<file path="src/rtl/fetch_unit.sv">
// Instruction fetch stage: owns the PC, keeps one memory request outstanding
// and holds the returned instruction for decode and immediate extension.
module fetch_unit #(
  parameter logic [31:0] RESET_PC  = 32'h0000_0000,
  parameter logic [31:0] NOP_INSTR = 32'h0000_0013
) (
  input  logic        clk,
  input  logic        rst,
  output logic        imem_req,
  output logic [31:0] imem_addr,
  input  logic        imem_valid,
  input  logic [31:0] imem_rdata,
  input  logic        stall,
  input  logic        redirect,
  input  logic [31:0] redirect_pc,
  output logic [31:0] instr,
  output logic [31:0] instr_pc,
  output logic [31:0] pc_plus4,
  output logic        instr_valid,
  output logic        fetch_err
);

  typedef enum logic [1:0] {
    S_IDLE,
    S_REQ,
    S_WAIT,
    S_VALID
  } state_e;

  state_e      state_q, state_d;
  logic [31:0] pc_q, pc_d;
  logic        kill_q, kill_d;
  logic [31:0] instr_q, instr_d;
  logic [31:0] ipc_q, ipc_d;
  logic        vld_q, vld_d;
  logic        err_q, err_d;

  logic        misaligned;
  logic        redir_ok;

  assign misaligned = |redirect_pc[1:0];
  assign redir_ok   = redirect & ~misaligned;

  always_ff @(posedge clk) begin
    if (rst) begin
      state_q <= S_IDLE;
      pc_q    <= RESET_PC;
      kill_q  <= 1'b0;
      instr_q <= NOP_INSTR;
      ipc_q   <= RESET_PC;
      vld_q   <= 1'b0;
      err_q   <= 1'b0;
    end else begin
      state_q <= state_d;
      pc_q    <= pc_d;
      kill_q  <= kill_d;
      instr_q <= instr_d;
      ipc_q   <= ipc_d;
      vld_q   <= vld_d;
      err_q   <= err_d;
    end
  end

  always_comb begin
    state_d = state_q;
    pc_d    = pc_q;
    kill_d  = kill_q;
    instr_d = instr_q;
    ipc_d   = ipc_q;
    vld_d   = vld_q;
    err_d   = redirect & misaligned;

    unique case (state_q)
      S_IDLE: begin
        state_d = S_REQ;
        if (redir_ok) pc_d = redirect_pc;
      end
      S_REQ: begin
        state_d = S_WAIT;
        if (redir_ok) begin
          pc_d   = redirect_pc;
          kill_d = 1'b1;
        end
      end
      S_WAIT: begin
        if (redir_ok) begin
          pc_d = redirect_pc;
          // A response landing with the redirect is the one being killed.
          if (imem_valid) begin
            kill_d  = 1'b0;
            state_d = S_REQ;
          end else begin
            kill_d = 1'b1;
          end
        end else if (imem_valid) begin
          if (kill_q) begin
            kill_d  = 1'b0;
            state_d = S_REQ;
          end else begin
            instr_d = imem_rdata;
            ipc_d   = pc_q;
            vld_d   = 1'b1;
            state_d = S_VALID;
          end
        end
      end
      S_VALID: begin
        if (redir_ok) begin
          pc_d    = redirect_pc;
          vld_d   = 1'b0;
          state_d = S_REQ;
        end else if (!stall) begin
          pc_d    = pc_q + 32'd4;
          vld_d   = 1'b0;
          state_d = S_REQ;
        end
      end
      default: state_d = S_IDLE;
    endcase
  end

  assign imem_req    = (state_q == S_REQ);
  assign imem_addr   = pc_q;
  assign instr       = instr_q;
  assign instr_pc    = ipc_q;
  assign pc_plus4    = ipc_q + 32'd4;
  assign instr_valid = vld_q;
  assign fetch_err   = err_q;

endmodule

</file>
<file path="config.mk">
export PLATFORM = sky130hd
export DESIGN_NAME = fetch_unit
export DESIGN_NICKNAME = d
export VERILOG_FILES = /design/src/rtl/fetch_unit.sv
export SDC_FILE = /design/constraint.sdc
export NUM_CORES = 1
export LEC_CHECK = 0
export CAP_MARGIN = 40
export CORE_ASPECT_RATIO = 1.75
export CORE_MARGIN = 8
export CORE_UTILIZATION = 32
export DETAILED_ROUTE_END_ITERATION = 10
export PLACE_DENSITY = 0.65
export SETUP_SLACK_MARGIN = 0.2
export SKIP_CTS_REPAIR_TIMING = 1
export SLEW_MARGIN = 0
export SYNTH_ARGS = -nofsm -noshare
export SYNTH_HDL_FRONTEND = slang
export SYNTH_SLANG_ARGS = --single-unit
</file>
<file path="constraint.sdc">
create_clock -name clk -period 2.2 [get_ports clk]
set_input_delay 0.22 -clock clk [delete_from_list [all_inputs] [get_ports clk]]
set_output_delay 0.22 -clock clk [all_outputs]
set_load 0.05 [all_outputs]
</file>
==> Implementation_results.wiki <==
{| class="wikitable"
! Metric !! Value
|-
| Hold violation count in the final report || 0
|-
| Average cell area after synthesis || 7.866 um^2
|-
| DR pass1 iterations || 4
|-
| Cell Rows || 60
|-
| CP Launch Point || instr_pc[4]
|-
| Max-slew violation count || 0
|-
| Vias || 5540
|-
| Routability congestion estimate || 0.8566
|-
| Synthesized Nets || 710
|-
| Final-report setup violation count || 0
|-
| Fillcell total || 1409
|-
| Type of the worst setup path || flip-flop to output port
|-
| Clock period minus worst slack || 2167 ps
|-
| Internal portion of total power || 2.893 mW
|-
| I/O Pins || 200
|-
| Achievable Freq || 461.4 MHz
|-
| Clock root buffer master || clkbuf_16
|-
| Post-DR vias/cell || 5.286
|-
| Number of distinct library cells after synthesis || 48
|-
| Gr ovfl total || 0
|-
| Data arrival time of the critical path || 1950 ps
|-
| Share of post-route cells with drive strength above 1 || 0.2343
|-
| Antenna violations before repair || 0
|-
| R2R Path Start || imem_addr[10]
|-
| Seq/Total Area, Yosys || 0.4048
|-
| Footprint of the flip-flops and latches || 2158 um^2
|-
| Antenna-violating nets left || 0
|-
| Clock tree from TritonCTS || built
|-
| Part of the power in the clock network || 0.377
|-
| Number of buffers inserted by port buffering || 199
|-
| Total clock sinks || 101
|-
| Post-synth EDFFs || 0
|-
| Wire length of the first global-routing pass || 28.81 mm
|-
| Startpoint of the most critical hold path || imem_rdata[12]
|-
| Number of register bits inferred by synthesis || 101
|-
| Cell count after synthesis || 635
|-
| Sequential cell fraction of total power || 0.476
|-
| Final-layout worst hold slack || 408.6 ps
|-
| Maximum fanout count along the critical path || 8
|-
| Power per unit of standard cell area || 465.9 nW/um^2
|-
| Average detailed-routed wire length per instance || 18.00 um
|-
| Worst hold path type || input port to flip-flop
|-
| Overall die height || 181.3 um
|-
| Maximum number of pins on one net before global-route repair || 77
|-
| Final Util || 0.5656
|-
| H-tree levels || 3
|-
| Area delta synth->final || 73.42%
|-
| Worst vdd rail ir drop || 401.6 uV
|-
| Run status || finished clean
|-
| Number of maximum-capacitance constraint violations || 0
|-
| Portion of the clock cycle consumed by the worst path in the final layout || 0.9852
|-
| Gate power share || 0.147
|-
| Clock Tree Buf Depth || 2
|-
| Clock buffer count from CTS || 9
|-
| Die W || 110.4 um
|-
| Source-to-sink clock delay at the later pin of the worst-skew pair || 350 ps
|-
| Vias in the first global route || 5472
|-
| Floorplan die area || 20020 um^2
|-
| Area of combinational cells with multiple inputs || 3236 um^2
|-
| Clock tree skew after final layout || 9.454 ps
|-
| Detailed-route DRC error count || 0
|-
| Worst max-slew margin expressed relative to the limit || 0.4655
|-
| Async set or reset register ratio after synthesis || 0
|-
| Wire length after detailed routing || 18.87 mm
|-
| Critical path data required time || 1980 ps
|-
| Core Footprint || 15310 um^2
|-
| Net switching component of the power || 1.142 mW
|-
| Flip-flop cell with the highest count after synthesis || dfxtp_1
|-
| Clk pin slew, worst setup/hold paths || 70 ps
|-
| Critical path launch point type || flip-flop
|-
| Cell area after technology mapping || 4995 um^2
|-
| Overall fraction of global-route tracks in use || 0.1750
|-
| Ant diodes || 0
|-
| Estimated wirelength of the detail-placed design || 14.14 mm
|-
| Sw Ratio || 0.2831
|-
| Violation count after the first detailed-route iteration || 214
|-
| Slew @ Worst Pin || 801.7 ps
|-
| CP endpoint kind || output port
|-
| Count of nets after finishing || 932
|-
| Yosys Warn Count || 0
|-
| Leakage power figure || 3.223 nW
|-
| Unrepaired setup endpoints after global routing || yes
|-
| Effective utilization at floorplan || 0.3261
|}
## worst max-delay path: stages, from the launching register on
cell	delay, ps
dfxtp_4	370
and4_4	250
and4b_1	230
buf_6	150
nand4_1	220
xnor2_4	230
buf_12	150
## power groups by stage
stage                     registers, mW  clock network [mW]  logic (mW)
final                              1.92                1.52       0.592
after global routing               1.93                1.64       0.629
after CTS                          1.92                1.57       0.591
after detailed placement           1.96                   0       0.589
after global placement             1.96                   0       0.580
after floorplan                    2.08                   0       0.182
## layer usage
metal / vias to the layer above / global-route usage / wire (um)
li1: 2693 / - / -
met1: 2605 / 0.1646 / 6426
met2: 199 / 0.3329 / 10460
met3: 43 / 0.04809 / 1295
met4: 0 / 0.09076 / 686
met5: - / 0 / 0
## synthesized netlist by cell type (12+ instances only)
cell        n  area share
nand3_1    17       0.017
clkbuf_1   32       0.024
and2_1     14       0.018
dfxtp_1   101        0.40
nor4_1     16       0.020
a21oi_1    67       0.067
nor2_1     38       0.029
nor3_1     15       0.015
a211oi_1   14       0.021
nand4_1    15       0.019
a311oi_1   15       0.026
and4_1     12       0.021
xnor2_1    27       0.047
nand2_1   149        0.11
## registers in the layout (all words and copies together) (netlist names)
signal,cells
imem_addr,32
instr,32
instr_pc,32
state_q,2
fetch_err,1
instr_valid,1
kill_q,1
## kinds of logic after synthesis
| group | count (synthesis) | share of synthesized area |
|---|---|---|
| simple gates | 322 | 0.3171 |
| flops | 101 | 0.4048 |
| fa+ha+maj | 6 | 0.01503 |
| xor+xnor | 36 | 0.06313 |
| buf+inv | 53 | 0.05436 |
| compound gates | 117 | 0.1455 |
## metrics by stage
step	instances	TNS [ps]	worst slack [ps]	area [um^2]	power, mW
after floorplan	635	0	197.2	5415	2.264
after global placement	1002	0	132.0	7843	2.541
after detailed placement	1002	0	67.20	7843	2.552
after CTS	1018	-1688	-227.1	8127	4.079
after global routing	1048	-91.42	-50.28	8662	4.196
final	1048	0	32.65	8662	4.035
## path summary, 6_finish.rpt
check,cells past startpoint,end,slack (ps)
setup / recovery,6,pc_plus4[31],30
hold / removal,3,instr[12],410
setup reg to reg,4,imem_addr[19],310
hold reg to reg,2,instr[28],450
## cell type report
cell class,count,area share
flip-flops and latches,101,0.2492
multi-input cells,481,0.3735
inverters,10,0.004333
clock inverters,7,0.006789
clock buffers,9,0.02600
repair buffers,254,0.3133
well taps,186,0.02687
## layout by cell type, fill, tap and decap left out, types with 9 or more instances in the layout
master,count
nand2_1,146
dfxtp_1,54
clkdlybuf4s50_1,166
buf_4,49
nand4_1,15
nor3_1,12
a311oi_1,13
nand3_1,11
and2_1,12
nor2_1,38
a21oi_1,67
buf_12,25
nor4_1,15
dfxtp_4,31
inv_1,10
dfxtp_2,16
xnor2_4,14
xnor2_1,9
and3_1,10
a211oi_1,14
clkbuf_16,10
(Power assumes the default switching activity.)
